**src/rtl/dmem_pkg.sv**
```systemverilog
// rtl/dmem_pkg.sv - shared types and default widths for the data-memory arbiter
package dmem_pkg;

  localparam int DMEM_ADDR_W = 32;
  localparam int DMEM_DATA_W = 64;

  typedef enum logic {
    IDLE    = 1'b0,
    RD_WAIT = 1'b1
  } dmem_state_e;

  typedef enum logic {
    OWN_CPU = 1'b0,
    OWN_EXT = 1'b1
  } dmem_owner_e;

endpackage

```
**src/rtl/dmem_starve_ctr.sv**
```systemverilog
// rtl/dmem_starve_ctr.sv - saturating count of consecutive denied EXT cycles
module dmem_starve_ctr
  import dmem_pkg::*;
#(
  parameter int MAX = 8,
  parameter int W   = $clog2(MAX + 1)
) (
  input  logic clk,
  input  logic rst,
  input  logic inc,
  input  logic clr,
  output logic sat
);

  logic [W-1:0] cnt_q;
  logic [W-1:0] cnt_d;

  assign sat = (cnt_q == W'(MAX));

  always_comb begin
    cnt_d = cnt_q;
    if (clr) begin
      cnt_d = '0;
    end else if (inc && !sat) begin
      cnt_d = cnt_q + W'(1);
    end
  end

  always_ff @(posedge clk or posedge rst) begin
    if (rst) begin
      cnt_q <= '0;
    end else begin
      cnt_q <= cnt_d;
    end
  end

endmodule

```
**src/rtl/dmem_arbiter.sv**
```systemverilog
// rtl/dmem_arbiter.sv - CPU-priority arbiter for a single-ported data memory
module dmem_arbiter
  import dmem_pkg::*;
#(
  parameter int ADDR_W     = DMEM_ADDR_W,
  parameter int DATA_W     = DMEM_DATA_W,
  parameter int MEM_LAT    = 1,
  parameter int STARVE_MAX = 8
) (
  input  logic              clk,
  input  logic              rst,
  input  logic              cpu_req,
  input  logic              cpu_we,
  input  logic [ADDR_W-1:0] cpu_addr,
  input  logic [DATA_W-1:0] cpu_wdata,
  output logic              cpu_gnt,
  output logic              cpu_rvalid,
  output logic [DATA_W-1:0] cpu_rdata,
  output logic              cpu_stall,
  input  logic              ext_req,
  input  logic              ext_we,
  input  logic [ADDR_W-1:0] ext_addr,
  input  logic [DATA_W-1:0] ext_wdata,
  output logic              ext_gnt,
  output logic              ext_rvalid,
  output logic [DATA_W-1:0] ext_rdata,
  output logic              mem_en,
  output logic              mem_we,
  output logic [ADDR_W-1:0] mem_addr,
  output logic [DATA_W-1:0] mem_wdata,
  input  logic [DATA_W-1:0] mem_rdata
);

  localparam logic [2:0] LAT_INIT = 3'(MEM_LAT);

  dmem_state_e       state_q, state_d;
  dmem_owner_e       owner_q, owner_d;
  logic [2:0]        lat_cnt_q, lat_cnt_d;
  logic [DATA_W-1:0] cpu_rdata_q, cpu_rdata_d;
  logic [DATA_W-1:0] ext_rdata_q, ext_rdata_d;
  logic              starve_sat;
  logic              rd_done;
  logic              can_grant;

  // The last RD_WAIT cycle delivers data and frees the memory for a new grant.
  assign rd_done   = (state_q == RD_WAIT) && (lat_cnt_q == 3'd1);
  assign can_grant = (state_q == IDLE) || rd_done;

  always_comb begin
    cpu_gnt = 1'b0;
    ext_gnt = 1'b0;
    if (can_grant) begin
      if (ext_req && starve_sat) begin
        ext_gnt = 1'b1;
      end else if (cpu_req) begin
        cpu_gnt = 1'b1;
      end else if (ext_req) begin
        ext_gnt = 1'b1;
      end
    end
  end

  always_comb begin
    mem_en    = 1'b0;
    mem_we    = 1'b0;
    mem_addr  = '0;
    mem_wdata = '0;
    if (ext_gnt) begin
      mem_en    = 1'b1;
      mem_we    = ext_we;
      mem_addr  = ext_addr;
      mem_wdata = ext_wdata;
    end else if (cpu_gnt) begin
      mem_en    = 1'b1;
      mem_we    = cpu_we;
      mem_addr  = cpu_addr;
      mem_wdata = cpu_wdata;
    end
  end

  always_comb begin
    state_d   = state_q;
    owner_d   = owner_q;
    lat_cnt_d = lat_cnt_q;
    if (state_q == RD_WAIT) begin
      lat_cnt_d = lat_cnt_q - 3'd1;
      if (rd_done) begin
        state_d = IDLE;
      end
    end
    if (mem_en && !mem_we) begin
      state_d   = RD_WAIT;
      lat_cnt_d = LAT_INIT;
      owner_d   = ext_gnt ? OWN_EXT : OWN_CPU;
    end
  end

  assign cpu_rvalid = rd_done && (owner_q == OWN_CPU);
  assign ext_rvalid = rd_done && (owner_q == OWN_EXT);

  // Read data passes straight through on the valid cycle and is held afterwards.
  assign cpu_rdata_d = cpu_rvalid ? mem_rdata : cpu_rdata_q;
  assign ext_rdata_d = ext_rvalid ? mem_rdata : ext_rdata_q;
  assign cpu_rdata   = cpu_rdata_d;
  assign ext_rdata   = ext_rdata_d;

  assign cpu_stall = (cpu_req && !cpu_gnt)
                   || ((state_q == RD_WAIT) && (owner_q == OWN_CPU) && !cpu_rvalid);

  dmem_starve_ctr #(
    .MAX (STARVE_MAX)
  ) u_starve (
    .clk (clk),
    .rst (rst),
    .inc (ext_req && !ext_gnt),
    .clr (!ext_req || ext_gnt),
    .sat (starve_sat)
  );

  always_ff @(posedge clk or posedge rst) begin
    if (rst) begin
      state_q     <= IDLE;
      owner_q     <= OWN_CPU;
      lat_cnt_q   <= 3'd0;
      cpu_rdata_q <= '0;
      ext_rdata_q <= '0;
    end else begin
      state_q     <= state_d;
      owner_q     <= owner_d;
      lat_cnt_q   <= lat_cnt_d;
      cpu_rdata_q <= cpu_rdata_d;
      ext_rdata_q <= ext_rdata_d;
    end
  end

endmodule

```
**config.mk**
```make
export PLATFORM = sky130hd
export DESIGN_NAME = dmem_arbiter
export DESIGN_NICKNAME = d
export VERILOG_FILES = /design/src/rtl/dmem_pkg.sv /design/src/rtl/dmem_starve_ctr.sv /design/src/rtl/dmem_arbiter.sv
export SDC_FILE = /design/constraint.sdc
export NUM_CORES = 1
export LEC_CHECK = 0
export CAP_MARGIN = 0
export CORE_AREA = 2 2 192 194
export DETAILED_ROUTE_END_ITERATION = 6
export DIE_AREA = 0 0 194 196
export PLACE_DENSITY = 0.58
export SYNTH_ARGS = -nofsm -noshare
export SYNTH_HDL_FRONTEND = slang
export SYNTH_HIERARCHICAL = 1
export SYNTH_SLANG_ARGS = --single-unit
```
**constraint.sdc**
```tcl
create_clock -name clk -period 6.25 [get_ports clk]
set_input_delay 1.25 -clock clk [delete_from_list [all_inputs] [get_ports clk]]
set_output_delay 1.25 -clock clk [all_outputs]
set_load 0.01 [all_outputs]
```
==> results, run 1 <==
- The cell at the slowest stage of the critical path is sky130_fd_sc_hd__clkdlybuf4s50_1.
- At the pin with the least slew margin, the transition time is 0.888 ns.
- The number of top-level design ports is 493.
- The standard cell core area is 36,100 um^2.
- Summing all multi-input logic gate instances after layout gives 2670 um^2.
- The first routing iteration left 257 violations.
- The run finished with clean final reports.
- The count of synthesis-stage warnings from yosys is 6.
- After technology mapping, the gate count stands at 457.
- TritonCTS built the clock tree.
- The floorplan step set the die width to 194 um.
- The row count is 70.
- The setup TNS after final layout is 0 ns.
- Input and output buffers added on the ports amount to 492.
- The post-route worst hold slack is 0.490 ns.
- In this run the static leakage power is 4.95 nW.
- The overall die area is 38,000 um^2.
- The number of buffers inserted to repair setup after CTS is 0.
- The fraction of the cycle the final worst path needs is 81.8%.
- Clock latency on the worst-skew pair, taken at its later pin, is 0.43 ns.
- Of all nets on the critical path, the largest fanout is 38.
- The number of hold-repair buffers added at the cts stage is 0.
- The initial utilization of the core area, before any placement, comes to 17.5%.
- The setup clock skew after layout is 0.00708 ns.
- Entering global routing, the biggest net connects 92 pins.
- Fill cells in the final layout number 3,594.
- The total global-route track usage is 17.3%.
- The post-placement cell area is 11,700 um^2.
- The remaining global-route overflow is 0.
- The first global-routing pass estimated 47,200 um of wire.
- In the final routed layout, each cell accounts on average for 23.3 um.
- Once layout is done, the placed cells without fillers occupy 12,400 um^2.
- At the worst endpoint, the required time is 5.00 ns.
- The number of hold-slack violations in the final timing report is 0.
- The floorplan step set the die height to 196 um.
- The final number of setup-violating endpoints is 0.
- Measured on the finished design, the core utilization comes to 34.4%.
- Summed over all nets, the half-perimeter wirelength after detailed placement is 26,300 um.
- For this block, the routed nets add up to 33,300 um of wire.
- The critical path capture point type is an output pin.
- The detailed router placed 6,046 vias in this run.
- The time the final worst path needs with I/O delays and setup is 5.11 ns.
- Headroom to the max-slew limit came out at 40.8%.
- The startpoint kind of the worst setup timing path is an input port.
- The first TritonRoute pass finished after 4 iterations.
- The count of antenna-violating nets left after detailed routing is 0.
- A synthesized cell averages 13.8 um^2.
- After clock tree synthesis, the clock-pin slew on the worst setup and hold paths is 0.06 ns.
- The last weighted congestion value of the routability-driven placer is 0.941.
- The area occupied by registers is 3430 um^2.
- The post-synthesis cell area is 6320 um^2.
- The count of maximum capacitance violations is 0.
- The clock passes through at most 2 buffers.
- The number of levels in the clock H-tree is 4.
- Setup repair after global routing left no endpoint under its margin.
- In this run the worst hold path is classified as reg2reg.
- The worst voltage drop across the vdd grid is 0.364 mV.
- The number of clock sinks seen by CTS is 137.
- Data arrives at the worst endpoint at 3.86 ns.
- The total nets after synthesis is 723.
- The number of global-route vias before repair is 6,614.
- The critical path's largest stage delay is 0.54 ns.
- Walking the worst path, the cells encountered are clkdlybuf4s50_1, nor2b_1, a211oi_4, buf_4, buf_4, a22o_1, clkdlybuf4s50_1.
- The TritonCTS buffer count is 17.
- Post-CTS repair changed the size of 0 cells.
- The number of antenna violations at the first check in global routing is 16.
- The number of synthesized register bits is 137.
- The number of nets at the end of the flow is 1,206.
- The areal power density over the cells is 491 nW/um^2.
- Based on the critical path, the design can be clocked at up to 0.196 GHz.
- The final routed DRC violation total is 0.
- The final max-slew violation count is 0.
- The netlist uses 35 different library cells.
- The start-to-end type of the worst setup path is in2out.
- The area growth from synthesis to layout is 96.1%.
- Dividing the detail-routed via count by the number of cells gives 4.23.
- The cell at the root of the clock tree is sky130_fd_sc_hd__clkbuf_16.
- The share of cells above drive strength 1 is 18.3%.
- Sequential cells were found to cover 54.2% of the synthesized design area.
[layout make-up]
class                   instances  share of cell area (%)
repair buffers                500                    40.4
flip-flops and latches        137                    27.6
multi-input cells             272                    21.5
well taps                     468                    4.72
clock buffers                  20                    3.76
clock inverters                10                    1.36
inverters                      12                   0.404
diodes                         11                   0.222
[state kept, by name, indices dropped and copies added (netlist names)]
register / count
ext_rdata_q: 64
lat_cnt_q: 3
cpu_rdata_q: 64
owner_q: 1
u_starve/cnt_q: 4
state_q: 1
[cells by family after synthesis]
logic type / count (synthesis) / synth area share, %
buf+inv: 48 / 4.02
xor+xnor: 3 / 0.416
compound gates: 112 / 15.5
flops: 137 / 54.2
mux: 131 / 23.3
simple gates: 22 / 1.74
fa+ha+maj: 4 / 0.791
[per-layer routing]
metal / up-vias / global-route usage [%] / part of all wire (%)
met5: - / 0 / 0.030
met4: 2 / 8.36 / 1.8
met3: 29 / 7.77 / 11
met2: 335 / 27.7 / 49
met1: 2984 / 19.7 / 39
li1: 2696 / - / -
[where the power goes]
part / internal [mW] / leakage (nW) / switching (mW)
clock: 0.696 / 0.300 / 0.394
combinational: 2.03 / 3.03 / 1.52
sequential: 1.33 / 1.61 / 0.118
[per-stage QoR]
step | power, mW | setup WS (ns) | cells
2_1_floorplan | 3.07 | 1.45 | 457
3_3_place_gp | 5.02 | 1.31 | 1389
3_5_place_dp | 5.03 | 1.21 | 1389
4_1_cts | 6.19 | 1.21 | 1419
5_1_grt | 6.44 | 1.05 | 1426
6_report | 6.09 | 1.14 | 1430
[critical path: cells and delay by family]
kind	cells	cell delay (ns)
buf+inv	4	1.85
compound gates	2	0.49
simple gates	1	0.23
[layout by cell type, fill, tap and decap left out, drive strengths merged, types with 3 or more instances in the layout]
cell	n
bufinv	4
inv	12
dfrtp	137
clkbuf	20
mux2	129
diode	11
a22o	96
a211oi	3
ha	4
clkinv	3
nand2	5
clkinvlp	3
nand2b	4
buf	8
clkdlybuf4s50	492
nor2	6
[worst paths after layout]
check                                  start                 to  cells past startpoint  slack (ns)
setup / recovery                     cpu_req      mem_wdata[46]                      7        1.14
hold reg to reg              ext_rdata_q[16]    ext_rdata_q[16]                      1        0.49
min in group asynchronous                rst  u_starve/cnt_q[0]                      2        1.15
setup reg to reg           u_starve/cnt_q[0]  u_starve/cnt_q[2]                     11        3.84
hold / removal               ext_rdata_q[16]    ext_rdata_q[16]                      1        0.49
max in group asynchronous                rst    cpu_rdata_q[44]                      3        3.68
[Yosys cell counts]
cell type	count	area share [%]
sky130_fd_sc_hd__a2111oi_0	1	0.14
sky130_fd_sc_hd__a211oi_1	2	0.24
sky130_fd_sc_hd__a211oi_4	1	0.32
sky130_fd_sc_hd__a21bo_2	1	0.16
sky130_fd_sc_hd__a21oi_1	1	0.079
sky130_fd_sc_hd__a21oi_2	1	0.14
sky130_fd_sc_hd__a22o_1	96	13
sky130_fd_sc_hd__a2bb2oi_1	1	0.14
sky130_fd_sc_hd__a31oi_1	1	0.099
sky130_fd_sc_hd__buf_2	20	1.6
sky130_fd_sc_hd__buf_4	1	0.12
sky130_fd_sc_hd__buf_6	6	1.1
sky130_fd_sc_hd__clkbuf_1	9	0.53
sky130_fd_sc_hd__dfrtp_1	137	54
sky130_fd_sc_hd__ha_1	4	0.79
sky130_fd_sc_hd__inv_1	12	0.71
sky130_fd_sc_hd__mux2_2	128	23
sky130_fd_sc_hd__mux2_4	1	0.24
sky130_fd_sc_hd__mux2i_1	2	0.32
sky130_fd_sc_hd__nand2_1	5	0.30
sky130_fd_sc_hd__nand2b_1	4	0.40
sky130_fd_sc_hd__nand3_1	1	0.079
sky130_fd_sc_hd__nand4_1	1	0.099
sky130_fd_sc_hd__nor2_1	6	0.36
sky130_fd_sc_hd__nor2b_1	2	0.20
sky130_fd_sc_hd__nor3_1	1	0.079
sky130_fd_sc_hd__o21a_1	2	0.24
sky130_fd_sc_hd__o22ai_1	1	0.099
sky130_fd_sc_hd__o31a_1	2	0.28
sky130_fd_sc_hd__o31ai_1	1	0.12
sky130_fd_sc_hd__o32ai_1	1	0.14
sky130_fd_sc_hd__or2_2	1	0.099
sky130_fd_sc_hd__or3b_1	1	0.14
sky130_fd_sc_hd__xnor2_1	2	0.28
sky130_fd_sc_hd__xor2_1	1	0.14
Note: power is estimated with default switching activity, not from simulation.
==> run 2, diff against run 1 <==
--- a/config.mk
+++ b/config.mk
@@ -6,10 +6,10 @@
 export NUM_CORES = 1
 export LEC_CHECK = 0
 export CAP_MARGIN = 0
-export CORE_AREA = 2 2 192 194
+export CORE_AREA = 2 2 190 192
 export DETAILED_ROUTE_END_ITERATION = 6
-export DIE_AREA = 0 0 194 196
-export PLACE_DENSITY = 0.58
+export DIE_AREA = 0 0 192 194
+export PLACE_DENSITY = 0.6
 export SYNTH_ARGS = -nofsm -noshare
 export SYNTH_HDL_FRONTEND = slang
 export SYNTH_HIERARCHICAL = 1
==> constraint.sdc (replaced) <==
create_clock -name clk -period 4.5 [get_ports clk]
set_input_delay 0.9 -clock clk [delete_from_list [all_inputs] [get_ports clk]]
set_output_delay 0.9 -clock clk [all_outputs]
set_load 0.01 [all_outputs]
==> results, run 2 (same netlist as run 1, synthesis figures left out) <==
- The minimum setup slack after placement is 0.369 ns (-0.844 ns).
- Dividing the final minimum period by the clock period gives 93.0%.
- The clock transition at the registers of the reported paths is 0.06 ns (about the same).
- TritonCTS built the clock tree.
- The end point of the most critical hold path is ext_rdata_q[53].
- Subtracting the final worst setup slack from the clock period gives 4.18 ns.
- The post-placement cell area was 11,800 um^2 (+0.42%).
- The first-pass GRT wire length is 43,400 um (-8.0%).
- The count of maximum capacitance violations is 0 (unchanged).
- The number of hold-repair buffers added at the cts stage is 0 (unchanged).
- The worst setup path is launched from an input port.
- The relative area change from synthesis to final layout is 96.1% (about the same).
- The data arrival at the endpoint of the critical path is 3.28 ns (-0.58 ns).
- The final max-slew violation count came to 0 (unchanged).
- The cell total after placement is 1,384 (-0.36%).
- The net switching component of the power is 2.80 mW (+38%).
- The switching share of total power was 33.5% (+0.14 points).
- The routed length per instance is 22.1 um (-5.0%).
- The required time of the critical path is 3.60 ns (-1.40 ns).
- The starting DRC count in detailed routing is 152 (-41%).
- The final routed DRC violation total came to 0 (unchanged).
- The number of levels in the clock H-tree was 4 (unchanged).
- The headroom to the max-slew limit is 41.3% (+0.46 points).
- The height of the chip came to 194 um (-1.0%).
- The most common library cell in the layout ignoring fill and taps is sky130_fd_sc_hd__clkdlybuf4s50_1.
- The sequential share of power came to 24.0% (+0.2 points).
- The row count is 69 (-1.4%).
- The aggregate routed wire length was 31,400 um (-5.6%).
- The last weighted congestion value of the routability-driven placer is 0.899 (-4.5%).
- The count of buffers inserted at the top-level ports is 492 (unchanged).
- The cell at the slowest stage of the critical path is sky130_fd_sc_hd__clkdlybuf4s50_1.
- The largest registers in the layout are cpu_rdata_q: 64 flops, ext_rdata_q: 64 flops, u_starve/cnt_q: 4 flops.
- The overall die area was 37,200 um^2 (-2.0%).
- The later-pin clock latency in the skew report is 0.42 ns (about the same).
- The total number of vias came to 5,939 (-1.8%).
- The standard cell core area was 35,200 um^2 (-2.4%).
- The count of antenna-violating nets left after detailed routing was 0 (unchanged).
- The part of the power in combinational logic came to 58.8% (+0.5 points).
- The areal power density over the cells is 675 nW/um^2 (+37%).
- The number of nets at the end of the flow is 1,208 (+0.17%).
- The total iterations of the first detailed-routing run is 4 (unchanged).
- The final number of setup-violating endpoints is 0 (unchanged).
- The internal power of the cells is 5.56 mW (+37%).
- The worst setup path is captured at an output pin.
- The reg-to-reg critical path startpoint is u_starve/cnt_q[0].
- The largest net degree at the start of global routing is 97 (+5.4%).
- The number of buffers and inverters on the critical path is 4 (unchanged).
- The maximum count of clock buffers along a single path is 2 (unchanged).
- The final critical-path setup slack is 0.315 ns (-0.823 ns).
- The signal on the critical path passes through clkdlybuf4s50_1, inv_1, a211oi_4, buf_4, a22o_1, clkdlybuf4s50_1.
- The dominant delay contributor by cell family on the critical path is buffers and inverters.
- The number of top-level design ports came to 493 (unchanged).
- The remaining global-route overflow was 0 (unchanged).
- The endpoint of the most critical register-to-register path is u_starve/cnt_q[0].
- The worst setup path is of the in2out kind.
- The initial standard-cell utilization of the core is 18.0% (+0.43 points).
- The number of hold-slack violations in the final timing report is 0 (unchanged).
- The cell at the root of the clock tree is sky130_fd_sc_hd__clkbuf_16.
- The setup clock skew after layout is 0.00977 ns (+0.00270 ns).
- The total global-route track usage is 16.2% (-1.1 points).
- The number of clock sinks seen by CTS is 137 (unchanged).
- The share of cells above drive strength 1 was 18.7% (+0.45 points).
- The worst voltage drop across the vdd grid is 0.478 mV (+31%).
- The share of total power in the clock network was 17.1% (-0.8 points).
- The critical path's largest stage delay is 0.62 ns (+0.08 ns).
- The depth of the most critical reg-to-reg path came to 10 (-1).
- The pin slew with the least headroom to its limit is 0.881 ns (-0.00687 ns).
- The number of global-route vias before repair is 6,252 (-5.5%).
- The detailed placement HPWL is 24,600 um (-6.5%).
- The slack of the worst reg-to-reg path is 2.08 ns (-1.76 ns).
- The TritonCTS buffer count was 17 (unchanged).
- The via density per instance came to 4.18 (-1.1%).
- The flow ran to the end, and the final reports show no timing, DRC or antenna violations.
- The width of the die is 192 um (-1.0%).
- The number of antenna violations at the first check in global routing is 5 (-11).
- The leakage power total is 4.96 nW (+0.30%).
- The number of buffers inserted to repair setup after CTS was 0 (unchanged).
- Setup repair after global routing left no endpoint under its margin.
- The total of cells resized after clock tree synthesis is 0 (unchanged).
- The upper clock frequency limit is 0.239 GHz.
- The depth of the worst hold-timing path is 1 (unchanged).
- The worst hold path startpoint is ext_rdata_q[53].
- The top cell types in the final layout, fill and taps aside, are sky130_fd_sc_hd__clkdlybuf4s50_1 (489), sky130_fd_sc_hd__dfrtp_1 (137), sky130_fd_sc_hd__mux2_2 (128).
- The utilization of the core after routing is 35.2% (+0.83 points).
- The post-route non-filler standard cell count is 1,420 (-0.70%).
- The maximum fanout along the worst path was 36 (-5.3%).
- The post-layout instance area is 12,400 um^2 (about the same).
- The setup TNS after final layout is 0 ns (unchanged).
- The cell repeated most along the worst path is sky130_fd_sc_hd__clkdlybuf4s50_1.
- The min-delay analysis places its worst path in the category reg2reg.
==> run 2: worst max path at each step <==
stage | start | to | slack [ns] | cells after the start
after CTS | ext_req | mem_addr[17] | 0.35 | 6
after floorplan | rst | cpu_rdata_q[0] | 0.05 | 1
final | ext_req | mem_addr[17] | 0.32 | 6
after global placement | ext_req | mem_addr[17] | 0.37 | 6
after global routing | ext_req | mem_addr[17] | 0.27 | 6
after detailed placement | ext_req | mem_addr[17] | 0.37 | 6
==> run 2: metal layers <==
| metal | wire, um | track usage (%) |
|---|---|---|
| met5 | 13 | 0 |
| met4 | 686 | 7.75 |
| met3 | 3360 | 7.17 |
| met2 | 15800 | 27.3 |
| met1 | 11500 | 17.3 |
==> run 2: stage by stage <==
step / hold slack, ns / total power [mW]
global placement: 0.478 / 6.98
detailed placement: 0.481 / 7.00
global route: 0.505 / 8.83
finish: 0.493 / 8.37
CTS: 0.495 / 8.52
floorplan: 0.504 / 4.27
==> run 2: worst register-to-register path, delay by kind of cell, from the launching register on <==
family,cells,cell delay (ns)
flops,1,0.42
mux,1,0.30
buf+inv,2,0.49
simple gates,4,0.50
fa+ha+maj,1,0.14
compound gates,2,0.45
==> run 2: area by class of cell <==
class	instances	area (um^2)
antenna	4	10.0
clock buffer	19	433
clock inverter	13	166
fill	3533	22800
inverter	12	50.0
multi-input combinational	272	2670
sequential	137	3430
tap	461	577
timing repair buffer	502	5070
==> run 2: power by group through the flow <==
stage / Combinational [mW] / Sequential, mW / Clock (mW)
6_report: 4.92 / 2.01 / 1.43
5_1_grt: 5.22 / 2.07 / 1.53
4_1_cts: 5.01 / 2.02 / 1.49
3_5_place_dp: 4.96 / 2.04 / 0
3_3_place_gp: 4.97 / 2.02 / 0
2_1_floorplan: 2.30 / 1.97 / 0
